$ cat src/rtl/toggle_energy_monitor.sv
// Counts synchronised transitions of an async gate output per window and reports count, energy (pJ), alarm and sat.
// Latency: sig edge counted two clocks after capture; report registered at window end; no backpressure, one done pulse per window.
module toggle_energy_monitor #(
  parameter int CNT_W        = 16,
  parameter int ACC_W        = 32,
  parameter int WIN_W        = 16,
  parameter int E_PER_TOGGLE = 545
) (
  input  logic             clk,
  input  logic             reset_L,
  input  logic             sig,
  input  logic             enable,
  input  logic [WIN_W-1:0] window_len,
  input  logic [CNT_W-1:0] threshold,
  output logic [CNT_W-1:0] toggle_count,
  output logic [ACC_W-1:0] energy,
  output logic             done,
  output logic             alarm,
  output logic             sat
);

  localparam logic [ACC_W-1:0] LP_E = ACC_W'(E_PER_TOGGLE);

  typedef enum logic {ST_IDLE, ST_RUN} state_t;

  state_t           r_state;
  state_t           w_state_nxt;
  logic             r_s1, r_s2, r_s3;
  logic [WIN_W-1:0] r_win_q;
  logic [WIN_W-1:0] r_cyc;
  logic [CNT_W-1:0] r_cnt;
  logic [ACC_W-1:0] r_acc;
  logic             r_sat_int;
  logic [CNT_W-1:0] r_toggle_count;
  logic [ACC_W-1:0] r_energy;
  logic             r_done, r_alarm, r_sat;

  logic             w_go, w_last, w_start, w_win_end;
  logic             w_tog, w_inc;
  logic [CNT_W-1:0] w_cnt_nxt;
  logic [ACC_W-1:0] w_acc_nxt;
  logic             w_sat_nxt;

  assign w_go      = enable && (window_len != '0);
  assign w_last    = (r_cyc == (r_win_q - WIN_W'(1)));
  assign w_tog     = r_s2 ^ r_s3;
  assign w_inc     = w_tog && !(&r_cnt);
  assign w_cnt_nxt = r_cnt + CNT_W'(w_inc);
  assign w_acc_nxt = w_inc ? (r_acc + LP_E) : r_acc;
  // Flag is sticky once the counter has reached all ones within the window.
  assign w_sat_nxt = r_sat_int | (&w_cnt_nxt);

  always_comb begin
    w_state_nxt = r_state;
    w_start     = 1'b0;
    w_win_end   = 1'b0;
    case (r_state)
      ST_IDLE: begin
        if (w_go) begin
          w_state_nxt = ST_RUN;
          w_start     = 1'b1;
        end
      end
      ST_RUN: begin
        if (w_last) begin
          w_win_end = 1'b1;
          if (w_go) begin
            w_start = 1'b1;
          end else begin
            w_state_nxt = ST_IDLE;
          end
        end else if (!enable) begin
          w_state_nxt = ST_IDLE;
        end
      end
      default: w_state_nxt = ST_IDLE;
    endcase
  end

  always_ff @(posedge clk or negedge reset_L) begin
    if (!reset_L) begin
      r_state <= ST_IDLE;
      r_s1    <= 1'b0;
      r_s2    <= 1'b0;
      r_s3    <= 1'b0;
    end else begin
      r_state <= w_state_nxt;
      r_s1    <= sig;
      r_s2    <= r_s1;
      r_s3    <= r_s2;
    end
  end

  always_ff @(posedge clk or negedge reset_L) begin
    if (!reset_L) begin
      r_win_q   <= '0;
      r_cyc     <= '0;
      r_cnt     <= '0;
      r_acc     <= '0;
      r_sat_int <= 1'b0;
    end else if (w_start) begin
      r_win_q   <= window_len;
      r_cyc     <= '0;
      r_cnt     <= '0;
      r_acc     <= '0;
      r_sat_int <= 1'b0;
    end else if (r_state == ST_RUN) begin
      r_cyc     <= r_cyc + WIN_W'(1);
      r_cnt     <= w_cnt_nxt;
      r_acc     <= w_acc_nxt;
      r_sat_int <= w_sat_nxt;
    end
  end

  // Report uses the next-state counters so a toggle in the final cycle is included.
  always_ff @(posedge clk or negedge reset_L) begin
    if (!reset_L) begin
      r_toggle_count <= '0;
      r_energy       <= '0;
      r_done         <= 1'b0;
      r_alarm        <= 1'b0;
      r_sat          <= 1'b0;
    end else begin
      r_done <= w_win_end;
      if (w_win_end) begin
        r_toggle_count <= w_cnt_nxt;
        r_energy       <= w_acc_nxt;
        r_alarm        <= (w_cnt_nxt > threshold);
        r_sat          <= w_sat_nxt;
      end
    end
  end

  assign toggle_count = r_toggle_count;
  assign energy       = r_energy;
  assign done         = r_done;
  assign alarm        = r_alarm;
  assign sat          = r_sat;

endmodule

$ cat config.mk
export PLATFORM = sky130hd
export DESIGN_NAME = toggle_energy_monitor
export DESIGN_NICKNAME = d
export VERILOG_FILES = /design/src/rtl/toggle_energy_monitor.sv
export SDC_FILE = /design/constraint.sdc
export NUM_CORES = 1
export LEC_CHECK = 0
export ABC_AREA = 1
export CORE_MARGIN = 8
export CORE_UTILIZATION = 53
export CTS_BUF_LIST = sky130_fd_sc_hd__clkbuf_8
export DETAILED_ROUTE_END_ITERATION = 8
export HOLD_SLACK_MARGIN = 0.02
export PLACE_DENSITY = 0.87
export SYNTH_ARGS = -nofsm -noshare
export SYNTH_HDL_FRONTEND = slang
export SYNTH_SLANG_ARGS = --single-unit
$ cat constraint.sdc
create_clock -name clk -period 3.2 [get_ports clk]
set_input_delay 0.96 -clock clk [delete_from_list [all_inputs] [get_ports clk]]
set_output_delay 0.96 -clock clk [all_outputs]
set_load 0.02 [all_outputs]
==> reports/results.ini <==
[sta]
whs_ns = 0.365
min_period_ns = 3.04
slew_violations = 0
tightest_slew_ns = 0.615
fmax_ghz = 0.329
hold_viol = 0
setup_viol = 0
finalClockSkew_ns = 0.0155
fin_crit_sh = 0.950
fin_ws_ns = 0.160
slew_headroom = 0.590

[run_status]
status = complete, no violations

[synthesis]
ys_seq_area_frac = 0.426
synth_top_family_by_area = simple AND/OR/NAND/NOR gates
ys_async_sr_fraction = 1.00
ys_warn_count = 0
synthXorXnorAreaFrac = 0.0580
ys_ff_latch = 136
synth_edf_count = 0
synthMuxAreaShare = 0.00125
avgSynthCellArea_sq_um = 7.03
synth_nets = 1195
yosys.area_share.simple = 0.380
ys_types = 36
synth_compound_gate_area_share = 0.0352
synthAdderAreaFrac = 0.0344
ys.flop_type = dfrtp_1
synth_cells = 1137
synth_area_sq_mm = 0.00800

[power]
total_power_mw = 3.95
leakagePower_nw = 5.07
clock_power_share = 0.335
p_sw_mw = 1.31
p_per_area_mw_per_mm2 = 408
peakVddDrop_mv = 0.283
p_int_mw = 2.65
swShare = 0.330
pwr-share-comb = 0.176
pwr-share-seq = 0.489

[setup_path]
worstPathArrival_ns = 3.40
worstPathRequired_ns = 3.56
start_kind = flip-flop
critPathKind = reg2reg
cp-startpoint = r_cnt[2]$_DFFE_PN0P_
critPathCaptureType = flip-flop
reg2reg_slack_ns = 0.16
rr_endpoint = alarm$_DFFE_PN0P_
r2r_cells = 21
worstPathMaxFanout = 4
r2r-start = r_cnt[2]$_DFFE_PN0P_

[floorplanning]
placementRows = 45
start_util = 0.534
boundaryPins = 87
die_w_um = 139
dieArea_sq_mm = 0.0193
dieHeight_um = 139
core_area_sq_mm = 0.0150

[placement]
place.gp.congestion = 0.910
port-buffer-count = 86
place_hpwl_mm = 14.8
dp_slack_ns = 0.00575

[clock_network]
numCtsBuffers = 17
clk_pin_slew_ns = 0.09
cts.path.max_buffers = 2
hold_buffers = 0
h-tree-depth = 4
cts_root_buffer = clkbuf_8
cts_tree = yes
cts.sinks = 136
clk_latency_ns = 0.46

[route]
drt-pass1-iter-count = 5
drt-initial-drc-count = 442
wl_per_cell_um = 14.0
avgViaCountPerCell = 5.24
num_vias = 7577
routed_wl_mm = 20.2
drc = 0
ant_nets = 0

[global_routing]
grt_max_degree = 63
antenna_found_initial = 0
grt_overflow = 0
grt_pass1_vias = 7336
grt_pass1_wl_mm = 34.2
grtUsageTotal = 0.214

[worst_hold_path]
holdPathEnd = r_s2$_DFF_PN0_
hold_depth = 0
min_path_type = reg2reg
holdCritStartpoint = r_s1$_DFF_PN0_

[layout]
synthToLayoutAreaGrowth_pct = 21.0
fill_cells = 1271
final_layout_size_suffix_gt1_frac = 0.0787
final_nets = 1303
antennaDiodeCount = 0

[run]
cap_violations = 0

-- worst max path at each step --
stage	end	slack [ns]	depth (start not counted)
after detailed placement	alarm$_DFFE_PN0P_	0.006	21
after floorplan	alarm$_DFFE_PN0P_	0.007	21
after global placement	alarm$_DFFE_PN0P_	0.16	21
after CTS	alarm$_DFFE_PN0P_	0.004	21
after global routing	alarm$_DFFE_PN0P_	-0.12	21
final	alarm$_DFFE_PN0P_	0.16	21
-- layer usage --
metal / track usage / wire length [um] / vias up
li1: - / - / 3748
met1: 0.261 / 8930 / 3557
met2: 0.359 / 9690 / 223
met3: 0.0475 / 990 / 49
met4: 0.0907 / 598 / 0
met5: 0 / 0 / -
-- repair_timing --
item | CTS | global route
gates cloned | 0 | 0
buffers inserted | 0 | 1
endpoints found under the hold margin | 0 | 0
endpoints found under the setup margin | 1 | 2
resized for setup | 1 | 20
pin swaps | 0 | 4
-- final cells by class --
type / count / area, sq um / area share
Sequential cell: 136 / 3400 / 0.352
Tap cell: 188 / 235 / 0.0243
Clock inverter: 14 / 113 / 0.0116
Timing Repair Buffer: 115 / 1130 / 0.117
Clock buffer: 18 / 248 / 0.0256
Multi-Input combinational cell: 870 / 4150 / 0.429
Inverter: 105 / 394 / 0.0407
-- power groups by stage --
stage                     logic [mW]  clock network (mW)  registers (mW)
final                          0.696                1.32            1.93
after global routing           0.801                1.41            1.95
after CTS                      0.689                1.34            1.92
after detailed placement       0.686                   0            1.95
after global placement         0.662                   0            1.95
after floorplan                0.467                   0            1.93
-- worst max-delay path, cell delays in order, from the launching register on --
cell	delay [ns]
dfrtp_2	0.45
nand2_1	0.10
inv_1	0.06
nand4_1	0.14
nor2_2	0.06
nor2_2	0.17
ha_4	0.19
nand3_4	0.09
nor2_4	0.10
and2_4	0.15
nand2_1	0.06
nor2_2	0.09
nand2_1	0.07
xor2_1	0.25
inv_1	0.10
ha_1	0.33
a21oi_2	0.14
o21ai_0	0.10
a21oi_1	0.12
nand2_1	0.06
nand3_1	0.07
nand2_1	0.05
-- flip-flops by register name, indices dropped and copies added (netlist names), 16 cells and up --
name and count:
r_win_q 16, r_acc 32, toggle_count 16, energy 32
r_cnt 16, r_cyc 16
-- stage by stage --
stage / cells / util / instance area [sq um] / TNS, ns
floorplan: 1137 / - / 8000 / 0
global placement: 1413 / 0.616 / 9220 / 0
detailed placement: 1413 / 0.616 / 9220 / 0
CTS: 1445 / 0.640 / 9590 / 0
global route: 1446 / 0.646 / 9680 / -0.123
finish: 1446 / 0.646 / 9680 / 0
-- cells in the final DEF, fill, tap and decap left out, types with 2 or more instances in the layout --
cell and n:
dfrtp_1 135, a21o_1 2, inv_6 5, nand3b_1 7, a31oi_1 2, buf_12 4, nor2_1 107, clkinvlp_4 3
nor3_1 16, nor4_1 4, clkdlybuf4s50_1 85, xor2_1 38, nand4_1 12, clkbuf_8 18, nor2_2 9, nand3_1 70
buf_4 25, nand2_2 6, inv_1 101, nor2_4 4, o21ai_0 23, or2_2 4, nand2_1 501, inv_8 2
clkinv_2 3, a21oi_1 14, inv_2 3, xnor2_1 14, ha_1 21
-- synthesized netlist by cell type (5+ instances only) --
cell,n,area share
nor4_1,5,0.0039
xor2_1,39,0.043
a21oi_1,15,0.0094
inv_1,101,0.047
nand4_1,12,0.0094
nor2_1,113,0.053
nor3_1,17,0.011
nand2_1,504,0.24
nand3b_1,7,0.0066
nand3_1,71,0.044
buf_2,8,0.0050
o21ai_0,23,0.014
clkbuf_1,14,0.0066
ha_1,22,0.034
dfrtp_1,136,0.43
xnor2_1,14,0.015
-- kinds of logic after synthesis --
group | count (synthesis)
AO/OA/AOI/OAI | 49
XOR/XNOR | 53
multiplexers | 1
adder cells (fa/ha/maj) | 22
flip-flops | 136
AND/OR/NAND/NOR | 745
buffers and inverters | 131
Power figures use the tool's default switching activity.
